## config.mk

```make
export PLATFORM = sky130hd
export DESIGN_NAME = ifu_fetch_ctrl
export DESIGN_NICKNAME = d
export VERILOG_FILES = /design/src/rtl/ifu_pkg.sv /design/src/rtl/ifu_next_pc.sv /design/src/rtl/ifu_fetch_ctrl.sv
export SDC_FILE = /design/constraint.sdc
export NUM_CORES = 1
export LEC_CHECK = 0
export ABC_AREA = 1
export CAP_MARGIN = 20
export CORE_ASPECT_RATIO = 0.8
export CORE_UTILIZATION = 40
export CTS_CLUSTER_SIZE = 12
export DETAILED_ROUTE_END_ITERATION = 8
export GPL_TIMING_DRIVEN = 0
export PLACE_DENSITY = 0.73
export SLEW_MARGIN = 15
export SYNTH_ARGS = -nofsm -noshare
export SYNTH_HDL_FRONTEND = slang
export SYNTH_SLANG_ARGS = --single-unit
export TNS_END_PERCENT = 100
```

## constraint.sdc

```tcl
create_clock -name clk -period 2.92 [get_ports clk]
set_input_delay 0.584 -clock clk [delete_from_list [all_inputs] [get_ports clk]]
set_output_delay 0.584 -clock clk [all_outputs]
set_load 0.005 [all_outputs]
```

## src/rtl/ifu_pkg.sv

```systemverilog
// Shared types and constants for the instruction-fetch controller and its
// next-PC helper.
package ifu_pkg;

  typedef enum logic [1:0] {
    ST_REQ  = 2'd0,
    ST_RESP = 2'd1,
    ST_OUT  = 2'd2,
    ST_WB   = 2'd3
  } ifu_state_t;

  localparam logic [31:0] RESET_PC_DEFAULT = 32'h8000_0000;
  localparam int          XLEN_DEFAULT     = 32;
  localparam int          ILEN_DEFAULT     = 32;

  // Bytes between consecutive sequential instructions.
  function automatic int fetch_step(input int ilen);
    return ilen / 8;
  endfunction

endpackage

```

## src/rtl/ifu_next_pc.sv

```systemverilog
// Next-PC datapath: picks base and addend from the EXU controls, adds them,
// and clears bit 0 for register-relative jumps.
module ifu_next_pc
  import ifu_pkg::*;
#(
  parameter int XLEN = XLEN_DEFAULT,
  parameter int ILEN = ILEN_DEFAULT
) (
  input  logic [XLEN-1:0] pc,
  input  logic            pca_sel,
  input  logic            pcb_sel,
  input  logic [XLEN-1:0] rs1,
  input  logic [XLEN-1:0] imm,
  output logic [XLEN-1:0] next_pc
);

  localparam logic [XLEN-1:0] STEP = XLEN'(fetch_step(ILEN));

  logic [XLEN-1:0] base;
  logic [XLEN-1:0] addend;
  logic [XLEN-1:0] sum;

  assign base   = pcb_sel ? rs1 : pc;
  assign addend = pca_sel ? imm : STEP;
  // Wraps modulo 2^XLEN; no carry out is kept.
  assign sum    = base + addend;

  always_comb begin
    next_pc = sum;
    if (pcb_sel) begin
      next_pc[0] = 1'b0;
    end
  end

endmodule

```

## src/rtl/ifu_fetch_ctrl.sv

```systemverilog
// Instruction-fetch controller: holds the PC, fetches over a variable-latency
// request/response port and presents each instruction (or fault) to the IDU.
module ifu_fetch_ctrl
  import ifu_pkg::*;
#(
  parameter int          XLEN        = XLEN_DEFAULT,
  parameter int          ILEN        = ILEN_DEFAULT,
  parameter logic [31:0] RESET_PC    = RESET_PC_DEFAULT,
  parameter int          ALIGN_CHECK = 1
) (
  input  logic            clk,
  input  logic            rst,
  input  logic            wbu_finish,
  input  logic            pca_sel,
  input  logic            pcb_sel,
  input  logic [XLEN-1:0] rs1,
  input  logic [XLEN-1:0] imm,
  output logic            mem_req_valid,
  input  logic            mem_req_ready,
  output logic [XLEN-1:0] mem_req_addr,
  input  logic            mem_resp_valid,
  input  logic [ILEN-1:0] mem_resp_data,
  input  logic            mem_resp_err,
  output logic            ifu_valid,
  input  logic            idu_ready,
  output logic [XLEN-1:0] ifu_pc,
  output logic [ILEN-1:0] ifu_inst,
  output logic            ifu_fault,
  output ifu_state_t      dbg_state
);

  // Handshakes: a transfer happens on a cycle where valid and ready are both
  // high. The sender holds valid and its payload stable until that cycle;
  // ready may change freely and has no effect while valid is low.

  localparam int              STEP_BYTES = fetch_step(ILEN);
  localparam logic [XLEN-1:0] ALIGN_MASK = XLEN'(STEP_BYTES - 1);
  localparam logic [XLEN-1:0] PC_INIT    = XLEN'(RESET_PC);

  ifu_state_t      state;
  ifu_state_t      state_next;
  logic [XLEN-1:0] pc;
  logic [XLEN-1:0] next_pc;
  logic            misaligned;
  logic            pc_advance;

  assign misaligned   = (ALIGN_CHECK != 0) && ((pc & ALIGN_MASK) != '0);
  assign pc_advance   = (state == ST_WB) && wbu_finish;
  assign mem_req_addr = pc;
  assign ifu_pc       = pc;
  assign ifu_valid    = (state == ST_OUT);
  assign dbg_state    = state;

  ifu_next_pc #(
    .XLEN (XLEN),
    .ILEN (ILEN)
  ) u_next_pc (
    .pc      (pc),
    .pca_sel (pca_sel),
    .pcb_sel (pcb_sel),
    .rs1     (rs1),
    .imm     (imm),
    .next_pc (next_pc)
  );

  always_ff @(posedge clk) begin
    if (rst) begin
      state <= ST_REQ;
    end else begin
      state <= state_next;
    end
  end

  // Request is masked during reset so a ready seen on the reset edge is lost.
  always_comb begin
    state_next    = state;
    mem_req_valid = 1'b0;
    case (state)
      ST_REQ: begin
        if (misaligned) begin
          state_next = ST_OUT;
        end else begin
          mem_req_valid = !rst;
          if (mem_req_ready) begin
            state_next = ST_RESP;
          end
        end
      end
      ST_RESP: begin
        if (mem_resp_valid) begin
          state_next = ST_OUT;
        end
      end
      ST_OUT: begin
        if (idu_ready) begin
          state_next = ST_WB;
        end
      end
      ST_WB: begin
        if (wbu_finish) begin
          state_next = ST_REQ;
        end
      end
      default: begin
        state_next = ST_REQ;
      end
    endcase
  end

  always_ff @(posedge clk) begin
    if (rst) begin
      pc <= PC_INIT;
    end else if (pc_advance) begin
      pc <= next_pc;
    end
  end

  // Slot payload; a faulting slot always carries a zero instruction word.
  always_ff @(posedge clk) begin
    if (rst) begin
      ifu_inst  <= '0;
      ifu_fault <= 1'b0;
    end else begin
      case (state)
        ST_REQ: begin
          if (misaligned) begin
            ifu_inst  <= '0;
            ifu_fault <= 1'b1;
          end
        end
        ST_RESP: begin
          if (mem_resp_valid) begin
            ifu_inst  <= mem_resp_err ? '0 : mem_resp_data;
            ifu_fault <= mem_resp_err;
          end
        end
        default: begin
        end
      endcase
    end
  end

endmodule

```

==> run summary, run 1 <==
- finished, final reports clean — status
- 0.556 — worst relative slew slack
- 289 uV — Max VDD drop
- 14,700 um2 — Die Area
- 9 — number of buffers created by CTS
- 1,109 — post-synthesis net count
- 0.236 — post-synthesis sequential area ratio
- 67 — synthesized flop and latch total
- 0 — synth warn
- 0 — final global-route overflow total
- 15.0 mm — half-perimeter wire length of the detailed placement result
- 0 — Antenna Nets Post-Route
- 0 — total of endpoints with negative setup slack in the final report
- 109 um — y dimension of the die
- 5,971 — vias in the first global route
- imm[0] — CP Launch Point
- 2.71 ns — crit path time final
- sky130_fd_sc_hd__clkbuf_16 — root buf cell
- 0 — setup bufs post-CTS
- 204 — PortBufs
- 206 — number of top-level pins
- 3.69 mW — Final Total Pwr
- 0 — max-capacitance violation count
- reg -> reg — worst hold-check path type
- 0.06 ns — clk slew on worst S/H paths
- 0.141 — complex-gate fraction of the synthesized area
- simple AND/OR/NAND/NOR gates — main combinational cell family by area after synthesis
- 5.88 um2 — syn avg cell area
- 968 — Gate Count Post-Synth
- 34 — number of distinct library cells after synthesis
- 0 — count of flip-flops with a built-in enable after synthesis
- flip-flop — critical path capture point type
- 38 — Rows
- ifu_inst[31]$_SDFFE_PP0P_ — startpoint of the tightest hold check path
- 0 — initial antenna violation count
- 67 — TritonCTS sink count
- 0.957 — global placement routability congestion
- 5700 um2 — post-synthesis instance area
- 2.95 ns — Arr. time, crit path
- 0.465 ns — worst hold slack
- 0.0231 — synthesized-area fraction occupied by xor and xnor cells
- 18.6 mm — total wire length after detailed routing
- 4 — maximum fanout count along the critical path
- 0 — fraction of synthesis flops using an asynchronous set or reset pin
- 0.0804 — adder-cell area share of the yosys netlist
- 420 — drt first-iter violations
- 0.929 — final cycle utilization of the critical path
- in -> reg — Critical Setup Path Class
- 0 — number of hold buffers added after cts
- 3 — number of H-tree levels
- 0 — ANT cells
- 0.255 — Total GRT Usage
- 0.0825 — layout cells sized above 1
- 4.36 nW — Pleak
- 13 — maximum number of pins on one net before global-route repair
- 0.0145 ns — Clock Skews
- 0 — residual DRC count
- -0.878 ns — DP Worst Slack
- 0.208 ns — Setup WS post-layout
- done — CTS tree
- 13.6 um — Wirelength per Cell
- 1,324 — number of nets in the final layout
- 0.34 ns — worst skew pair latency
- 3.15 ns — data required time of the worst path
- 0 — mux contribution to synthesized area
- 13,700 um2 — Core Box Area
- 369 MHz — Highest Clock Rate
- ifu_pc[0]$_SDFFE_PP0P_ — Reg2Reg Launch Point
- 0.666 ns — Worst-Margin Slew
- 4.77 — Via density
- sky130_fd_sc_hd__dfxtp_1 — Main synth FF type
- 0.414 — starting utilization of the core area
- 45.8% — signed area change from the synthesized netlist to the final layout
- 2 — largest buffer count on any clock path
- false — unrepaired setup endpoints after global routing
- 444 nW/um2 — power density of the placed cells
- 135 um — die outline width
- 0 — max-slew violations
- 29.3 mm — wire length of the first global-routing pass
- input port — startpoint class of the critical path
- 5 — detailed-routing iteration count for the pre-antenna-repair pass
- 0 — final count of hold timing violations
- 6,530 — via count of the routed design
- 0.323 — basic-gate share of the synthesized area counting and, or, nand and nor cells
==> cells in the final DEF (no fill, tap or decap), types with 2 or more instances in the layout <==
| master | instances |
|---|---|
| sky130_fd_sc_hd__nor2_1 | 69 |
| sky130_fd_sc_hd__a22oi_1 | 26 |
| sky130_fd_sc_hd__ha_1 | 35 |
| sky130_fd_sc_hd__clkbuf_1 | 12 |
| sky130_fd_sc_hd__and2_1 | 3 |
| sky130_fd_sc_hd__clkbuf_2 | 3 |
| sky130_fd_sc_hd__xor2_1 | 13 |
| sky130_fd_sc_hd__a21oi_1 | 59 |
| sky130_fd_sc_hd__nand3_1 | 36 |
| sky130_fd_sc_hd__clkbuf_4 | 4 |
| sky130_fd_sc_hd__buf_4 | 38 |
| sky130_fd_sc_hd__clkdlybuf4s50_1 | 202 |
| sky130_fd_sc_hd__buf_2 | 5 |
| sky130_fd_sc_hd__o21ai_0 | 45 |
| sky130_fd_sc_hd__dfxtp_1 | 67 |
| sky130_fd_sc_hd__nor2_2 | 7 |
| sky130_fd_sc_hd__o211ai_1 | 2 |
| sky130_fd_sc_hd__nand3_2 | 4 |
| sky130_fd_sc_hd__nor3_1 | 2 |
| sky130_fd_sc_hd__inv_1 | 197 |
| sky130_fd_sc_hd__nand2_2 | 16 |
| sky130_fd_sc_hd__nand2_1 | 304 |
| sky130_fd_sc_hd__xnor2_1 | 2 |
| sky130_fd_sc_hd__inv_2 | 3 |
| sky130_fd_sc_hd__bufinv_16 | 2 |
| sky130_fd_sc_hd__clkbuf_16 | 9 |
| sky130_fd_sc_hd__clkinv_4 | 2 |
| sky130_fd_sc_hd__o21ai_1 | 6 |
==> metrics by stage <==
step | cell area, um2 | setup TNS [ns] | util | instances
after detailed placement | 7960 | -20.70 | 0.579 | 1352
final | 8310 | 0 | 0.604 | 1368
after global routing | 8310 | 0 | 0.604 | 1368
after global placement | 7960 | -20.91 | 0.579 | 1352
after CTS | 8290 | 0 | 0.604 | 1368
after floorplan | 5700 | 0 | - | 968
==> synth_stat cells, types with 4 or more instances <==
| cell | n | share of area |
|---|---|---|
| sky130_fd_sc_hd__a21oi_1 | 59 | 0.052 |
| sky130_fd_sc_hd__nand2_1 | 305 | 0.20 |
| sky130_fd_sc_hd__a22oi_1 | 26 | 0.034 |
| sky130_fd_sc_hd__clkbuf_1 | 18 | 0.012 |
| sky130_fd_sc_hd__xor2_1 | 13 | 0.020 |
| sky130_fd_sc_hd__buf_2 | 5 | 0.0044 |
| sky130_fd_sc_hd__dfxtp_1 | 67 | 0.24 |
| sky130_fd_sc_hd__nand3_1 | 36 | 0.032 |
| sky130_fd_sc_hd__o21ai_1 | 6 | 0.0053 |
| sky130_fd_sc_hd__o21ai_0 | 45 | 0.040 |
| sky130_fd_sc_hd__nor2_2 | 6 | 0.0066 |
| sky130_fd_sc_hd__nor2_1 | 70 | 0.046 |
| sky130_fd_sc_hd__buf_4 | 37 | 0.049 |
| sky130_fd_sc_hd__ha_1 | 35 | 0.077 |
| sky130_fd_sc_hd__inv_1 | 197 | 0.13 |
| sky130_fd_sc_hd__nand2_2 | 15 | 0.016 |
| sky130_fd_sc_hd__nand3_2 | 4 | 0.0070 |
==> state kept, by name (all words and copies together) (netlist names) <==
signal,count
ifu_inst,32
ifu_pc,32
dbg_state,2
ifu_fault,1
==> logic make-up (layout without fill, tap and decap cells) <==
logic type | after synthesis | in the layout
simple gates | 446 | 446
buf+inv | 260 | 480
compound gates | 144 | 144
flops | 67 | 67
fa+ha+maj | 36 | 36
xor+xnor | 15 | 15
==> final timing paths <==
path | end | slack [ns] | cells after the start
min | ifu_inst[31]$_SDFFE_PP0P_ | 0.46 | 2
max | ifu_pc[28]$_SDFFE_PP0P_ | 0.21 | 15
max reg2reg | ifu_pc[28]$_SDFFE_PP0P_ | 0.46 | 14
min reg2reg | ifu_inst[31]$_SDFFE_PP0P_ | 0.46 | 2
==> timing repair <==
| item | 4_1_cts | 5_1_grt |
|---|---|---|
| hold endpoints to repair | 0 | 0 |
| pin swaps | 0 | 1 |
| gates resized for setup | 10 | 12 |
| setup endpoints to repair | 29 | 16 |
==> report_power, final <==
group          internal, mW  switching [mW]  total [mW]
clock network         0.750           0.449        1.20
registers             0.999          0.0630        1.06
logic                 0.666           0.762        1.43
==> worst max-delay path, stage by stage <==
cell and delay [ns]:
sky130_fd_sc_hd__clkdlybuf4s50_1 0.46, sky130_fd_sc_hd__nand2_1 0.09, sky130_fd_sc_hd__inv_1 0.04, sky130_fd_sc_hd__ha_1 0.23, sky130_fd_sc_hd__fa_1 0.46, sky130_fd_sc_hd__nand3_1 0.13
sky130_fd_sc_hd__nand3_2 0.12, sky130_fd_sc_hd__nand3_1 0.09, sky130_fd_sc_hd__nand3b_1 0.26, sky130_fd_sc_hd__nand2_2 0.18, sky130_fd_sc_hd__nand2_1 0.07, sky130_fd_sc_hd__nand2_1 0.06
sky130_fd_sc_hd__nand3_1 0.07, sky130_fd_sc_hd__nand2_1 0.08, sky130_fd_sc_hd__inv_1 0.03
==> area by class of cell <==
| type | instances | area (um2) |
|---|---|---|
| Multi-Input combinational cell | 641 | 3240 |
| Clock inverter | 6 | 90.1 |
| Inverter | 200 | 751 |
| Tap cell | 180 | 225 |
| Sequential cell | 67 | 1340 |
| Timing Repair Buffer | 204 | 2040 |
| Fill cell | 1388 | 5440 |
| Buffer | 60 | 392 |
| Clock buffer | 10 | 229 |
==> routing by layer <==
| metal | GRT usage | up-vias | wire [um] |
|---|---|---|---|
| met5 | 0 | - | 0 |
| met4 | 0.0626 | 0 | 219 |
| met3 | 0.0344 | 16 | 1160 |
| met2 | 0.412 | 207 | 8260 |
| met1 | 0.355 | 2945 | 8960 |
| li1 | - | 3362 | - |
Power figures use the tool's default switching activity.
==> run 2: changes to the inputs <==
Settings changed: GPL_ROUTABILITY_DRIVEN set to 0, TNS_END_PERCENT 100 to 1.
==> run summary, run 2 (synthesis gave the netlist of run 1 again) <==
- finished, final reports clean — status
- 5,822 — vias in the first global route
- 13 — maximum number of pins on one net before global-route repair
- 477 — drt first-iter violations
- 135 um — die outline width
- 433 nW/um2 — power density of the placed cells
- 0 — final count of hold timing violations
- ifu_pc[28]$_SDFFE_PP0P_ — endpoint of the lowest-slack register-to-register path
- 0 ns — Setup Total Neg Slack
- 372 MHz — Highest Clock Rate
- 3 — number of H-tree levels
- 0 — max-capacitance violation count
- 2 — largest buffer count on any clock path
- 3.16 ns — data required time of the worst path
- 0.235 ns — Setup WS post-layout
- 0 — Antenna Nets Post-Route
- sky130_fd_sc_hd__clkbuf_16 — root buf cell
- 0 — final global-route overflow total
- 0 — ANT cells
- 14 — depth of the most critical reg-to-reg path
- 0 — max-slew violations
- 0.06 ns — clk slew on worst S/H paths
- 4.69 — Via density
- 0 — total of endpoints with negative setup slack in the final report
- ifu_inst[29]$_SDFFE_PP0P_ — startpoint of the tightest hold check path
- 2.93 ns — Arr. time, crit path
- 14,700 um2 — Die Area
- 6,407 — via count of the routed design
- 0.249 — Total GRT Usage
- 0.471 ns — worst hold slack
- 67 — TritonCTS sink count
- 0.0817 — layout cells sized above 1
- 13.4 um — Wirelength per Cell
- 0 — number of hold buffers added after cts
- 1,367 — final instance count without filler cells
- 6 — detailed-routing iteration count for the pre-antenna-repair pass
- 0.50 ns — minimum setup slack among reg-to-reg paths
- 2.69 ns — crit path time final
- input port — startpoint class of the critical path
- ifu_pc[0]$_SDFFE_PP0P_ — Reg2Reg Launch Point
- 4.34 nW — Pleak
- 1,351 — filler cell count in the final layout
- 0.34 ns — worst skew pair latency
- flip-flop — critical path capture point type
- 305 x sky130_fd_sc_hd__nand2_1, 202 x sky130_fd_sc_hd__clkdlybuf4s50_1, 197 x sky130_fd_sc_hd__inv_1, 69 x sky130_fd_sc_hd__nor2_1, 67 x sky130_fd_sc_hd__dfxtp_1 — top library cells by usage in the layout, fill and taps aside
- false — unrepaired setup endpoints after global routing
- ifu_inst[29]$_SDFFE_PP0P_ — worst hold path endpoint
- 18.3 mm — total wire length after detailed routing
- -0.925 ns — DP Worst Slack
- 1,352 — placed instance count
- 38 — Rows
- 28.6 mm — wire length of the first global-routing pass
- 14.8 mm — half-perimeter wire length of the detailed placement result
- sky130_fd_sc_hd__nand2_1 — leading cell type in the layout, fill and taps excluded
- 9 — number of buffers created by CTS
- 0 — residual DRC count
- 0.414 — starting utilization of the core area
- 0 — initial antenna violation count
- 0.920 — final cycle utilization of the critical path
- 0.669 ns — Worst-Margin Slew
- 1,324 — number of nets in the final layout
- 206 — number of top-level pins
- 2 — worst hold path cell count
- 4 — maximum fanout count along the critical path
- 0.554 — worst relative slew slack
- reg -> reg — worst hold-check path type
- 45.3% — signed area change from the synthesized netlist to the final layout
- done — CTS tree
- 204 — PortBufs
- 0.0144 ns — Clock Skews
- 3.58 mW — Final Total Pwr
- 315 uV — Max VDD drop
- in -> reg — Critical Setup Path Class
- 109 um — y dimension of the die
- 13,700 um2 — Core Box Area
[run 2: worst max-delay path by stage]
stage,start,end,slack [ns],cells after the start
3_5_place_dp,pcb_sel,ifu_pc[28]$_SDFFE_PP0P_,-0.93,17
6_report,imm[0],ifu_pc[28]$_SDFFE_PP0P_,0.23,15
2_1_floorplan,pcb_sel,ifu_pc[30]$_SDFFE_PP0P_,0.51,17
5_1_grt,pcb_sel,ifu_pc[28]$_SDFFE_PP0P_,0.10,15
3_3_place_gp,pcb_sel,ifu_pc[28]$_SDFFE_PP0P_,-0.91,17
4_1_cts,pca_sel,ifu_pc[28]$_SDFFE_PP0P_,0.01,15
[run 2: final cells by class]
cell class,count,area [um2],area share
Buffer,60,389,0.0470
Clock buffer,9,225,0.0272
Clock inverter,6,67.6,0.00817
Inverter,200,751,0.0907
Multi-Input combinational cell,641,3240,0.391
Sequential cell,67,1340,0.162
Tap cell,180,225,0.0272
Timing Repair Buffer,204,2040,0.246
[run 2: metrics by stage]
step                      utilization  instance area, um2
after floorplan                     -                5700
after global placement          0.579                7960
after detailed placement        0.579                7960
after CTS                       0.602                8270
after global routing            0.602                8270
final                           0.602                8270
[run 2: power breakdown]
group	leakage [nW]	internal, mW	switching (mW)
Clock	0.137	0.658	0.444
Sequential	0.542	0.999	0.0639
Combinational	3.66	0.664	0.752
[run 2: metal layers]
metal | wire length (um) | GRT usage | part of all wire | up-vias
li1 | - | - | - | 3359
met1 | 8830 | 0.351 | 0.48 | 2834
met2 | 7960 | 0.395 | 0.44 | 192
met3 | 1200 | 0.0386 | 0.066 | 22
met4 | 268 | 0.0610 | 0.015 | 0
met5 | 0 | 0 | 0 | -
[run 2: worst max-delay path, cell delays in order]
cell	delay (ns)
sky130_fd_sc_hd__clkdlybuf4s50_1	0.45
sky130_fd_sc_hd__nand2_1	0.09
sky130_fd_sc_hd__inv_1	0.04
sky130_fd_sc_hd__ha_1	0.22
sky130_fd_sc_hd__fa_1	0.45
sky130_fd_sc_hd__nand3_1	0.13
sky130_fd_sc_hd__nand3_2	0.11
sky130_fd_sc_hd__nand3_1	0.09
sky130_fd_sc_hd__nand3b_1	0.24
sky130_fd_sc_hd__nand2_1	0.21
sky130_fd_sc_hd__nand2_1	0.07
sky130_fd_sc_hd__nand2_1	0.06
sky130_fd_sc_hd__nand3_1	0.07
sky130_fd_sc_hd__nand2_1	0.07
sky130_fd_sc_hd__inv_1	0.03
[run 2: repair_timing]
action	in CTS	in global routing
setup endpoints to repair	29	18
gates resized for setup	9	12
setup buffers	0	0
pin swaps	0	1
hold endpoints to repair	0	0
==> run 3: changes to the inputs <==
Settings changed: GPL_TIMING_DRIVEN 0 to not set.
==> run summary, run 3 (synthesis gave the netlist of run 1 again) <==
- 0.376 — share of power burned in combinational logic
- 2.84 ns — Arr. time, crit path
- 0 — initial antenna violation count
- 6,227 — via count of the routed design
- 446 nW/um2 — power density of the placed cells
- 0 — post_cts resized
- clkdlybuf4s50_1 > buf_12 > nand2_1 > inv_1 > fa_1 > nand3_1 > nand3_2 > nand2_1 > nand2_2 > nand2_1 > nand2_2 > nand2_1 > nand2_1 > nand2_1 > nand3_1 > nand2_1 > inv_1 — sequence of cells on the critical path
- 0 — setup bufs post-CTS
- flip-flop — critical path capture point type
- 305 x sky130_fd_sc_hd__nand2_1, 203 x sky130_fd_sc_hd__clkdlybuf4s50_1, 197 x sky130_fd_sc_hd__inv_1, 70 x sky130_fd_sc_hd__nor2_1, 67 x sky130_fd_sc_hd__dfxtp_1 — top library cells by usage in the layout, fill and taps aside
- 109 um — y dimension of the die
- 0 — total of endpoints with negative setup slack in the final report
- 13.0 um — Wirelength per Cell
- 20 — maximum fanout count along the critical path
- 2.61 ns — crit path time final
- 0.00896 ns — Clock Skews
- 13.5 mm — half-perimeter wire length of the detailed placement result
- sky130_fd_sc_hd__clkbuf_16 — root buf cell
- 27.6 mm — wire length of the first global-routing pass
- 3.15 ns — data required time of the worst path
- false — unrepaired setup endpoints after global routing
- 206 — number of top-level pins
- 205 — PortBufs
- 5,744 — vias in the first global route
- 0.236 — Total GRT Usage
- 0 — ANT cells
- ifu_inst[29]$_SDFFE_PP0P_ — startpoint of the tightest hold check path
- 3230 um2 — area used by multi-input combinational logic
- 1340 um2 — flip-flop and latch area
- 0.0616 — layout cells sized above 1
- in -> reg — Critical Setup Path Class
- 0.414 — starting utilization of the core area
- 0.698 ns — Worst-Margin Slew
- sky130_fd_sc_hd__clkdlybuf4s50_1 — Critical-path top delay cell
- 135 um — die outline width
- ifu_inst[29]$_SDFFE_PP0P_ — worst hold path endpoint
- 0.05 ns — clk slew on worst S/H paths
- sky130_fd_sc_hd__nand2_1 — leading cell type in the layout, fill and taps excluded
- 7800 um2 — placement-stage cell area
- 16 — depth of the most critical reg-to-reg path
- 0.893 — final cycle utilization of the critical path
- 8120 um2 — post-route cell area
- 0.64 ns — minimum setup slack among reg-to-reg paths
- 67 — TritonCTS sink count
- 0.331 — share of power burned in the clock network
- 0 — number of hold buffers added after cts
- input port — startpoint class of the critical path
- reg -> reg — worst hold-check path type
- 9 — number of buffers created by CTS
- 5 — detailed-routing iteration count for the pre-antenna-repair pass
- sky130_fd_sc_hd__nand2_1 — cell repeated most along the worst path
- 0.535 — worst relative slew slack
- ifu_pc[30]$_SDFFE_PP0P_ — endpoint of the lowest-slack register-to-register path
- 0.343 — switching share of power
- done — CTS tree
- 384 MHz — Highest Clock Rate
- 334 uV — Max VDD drop
- 515 — drt first-iter violations
- 0.294 — relative contribution of sequential cells to total power
- 0 — max-slew violations
- 4.22 nW — Pleak
- 2.38 mW — Int Pwr
- 1.24 mW — switching component of the power
- 1,288 — number of nets in the final layout
- 4.67 — Via density
- 0 — final global-route overflow total
- 0 — Antenna Nets Post-Route
- 0 — max-capacitance violation count
- 13,700 um2 — Core Box Area
- finished, final reports clean — status
- 2 — largest buffer count on any clock path
- 2 — worst hold path cell count
- 62 — maximum number of pins on one net before global-route repair
- 0.34 ns — worst skew pair latency
- 1,349 — filler cell count in the final layout
- 38 — Rows
- 3 — number of H-tree levels
- 42.6% — signed area change from the synthesized netlist to the final layout
- 0.591 — Layout Utilization
- 17.3 mm — total wire length after detailed routing
- 0 ns — Setup Total Neg Slack
- 0 — residual DRC count
- 14,700 um2 — Die Area
- 1,332 — final instance count without filler cells
- 1,316 — placed instance count
- ifu_pc[0]$_SDFFE_PP0P_ — Reg2Reg Launch Point
- 0.49 ns — highest cell delay on the worst timing path
- 0 — final count of hold timing violations
==> run 3: changes by cell type in the layout (fill, tap and decap cells not counted), sizes merged <==
cell | before | now
buf | 44 | 25
bufinv | 1 | 2
clkbuf | 26 | 10
clkdlybuf4s50 | 202 | 203
clkinv | 3 | 1
dlymetal6s2s | 1 | 0
inv | 200 | 201
==> run 3: layer usage <==
layer / part of all wire / global-route usage
met1: 0.48 / 0.326
met2: 0.45 / 0.384
met3: 0.060 / 0.0344
met4: 0.012 / 0.0602
met5: 0 / 0
==> run 3: through the flow <==
step,total power [mW],setup slack [ns],hold WS [ns]
3_5_place_dp,2.43,-0.0370,0.457
4_1_cts,3.65,0.315,0.466
3_3_place_gp,2.42,0.0196,0.451
2_1_floorplan,1.86,0.509,0.461
5_1_grt,3.84,0.105,0.485
6_report,3.62,0.313,0.463
==> run 3: worst max-delay path by stage <==
stage | start | end | slack, ns | cells past startpoint
after floorplan | pcb_sel | ifu_pc[30]$_SDFFE_PP0P_ | 0.51 | 17
after global placement | pca_sel | ifu_pc[30]$_SDFFE_PP0P_ | 0.02 | 17
after detailed placement | pca_sel | ifu_pc[30]$_SDFFE_PP0P_ | -0.04 | 17
after CTS | pca_sel | ifu_pc[30]$_SDFFE_PP0P_ | 0.32 | 17
after global routing | pca_sel | ifu_pc[24]$_SDFFE_PP0P_ | 0.10 | 17
final | pca_sel | ifu_pc[30]$_SDFFE_PP0P_ | 0.31 | 17
==> run 3: power groups by stage <==
stage | sequential (mW) | clock, mW | combinational [mW]
floorplan | 1.08 | 0 | 0.783
global placement | 1.08 | 0 | 1.34
detailed placement | 1.08 | 0 | 1.35
CTS | 1.06 | 1.23 | 1.36
global route | 1.08 | 1.25 | 1.51
finish | 1.06 | 1.20 | 1.36
==> run 3: worst max-delay path: cells and delay by family <==
kind,cells,cell delay [ns]
buf+inv,4,0.79
fa+ha+maj,1,0.44
simple gates,12,1.00
==> run 3: area by class of cell <==
class / count / share of cell area
Multi-Input combinational cell: 641 / 0.398
Timing Repair Buffer: 228 / 0.277
Sequential cell: 67 / 0.165
Inverter: 200 / 0.0924
Clock buffer: 10 / 0.0282
Tap cell: 180 / 0.0277
Clock inverter: 6 / 0.0109
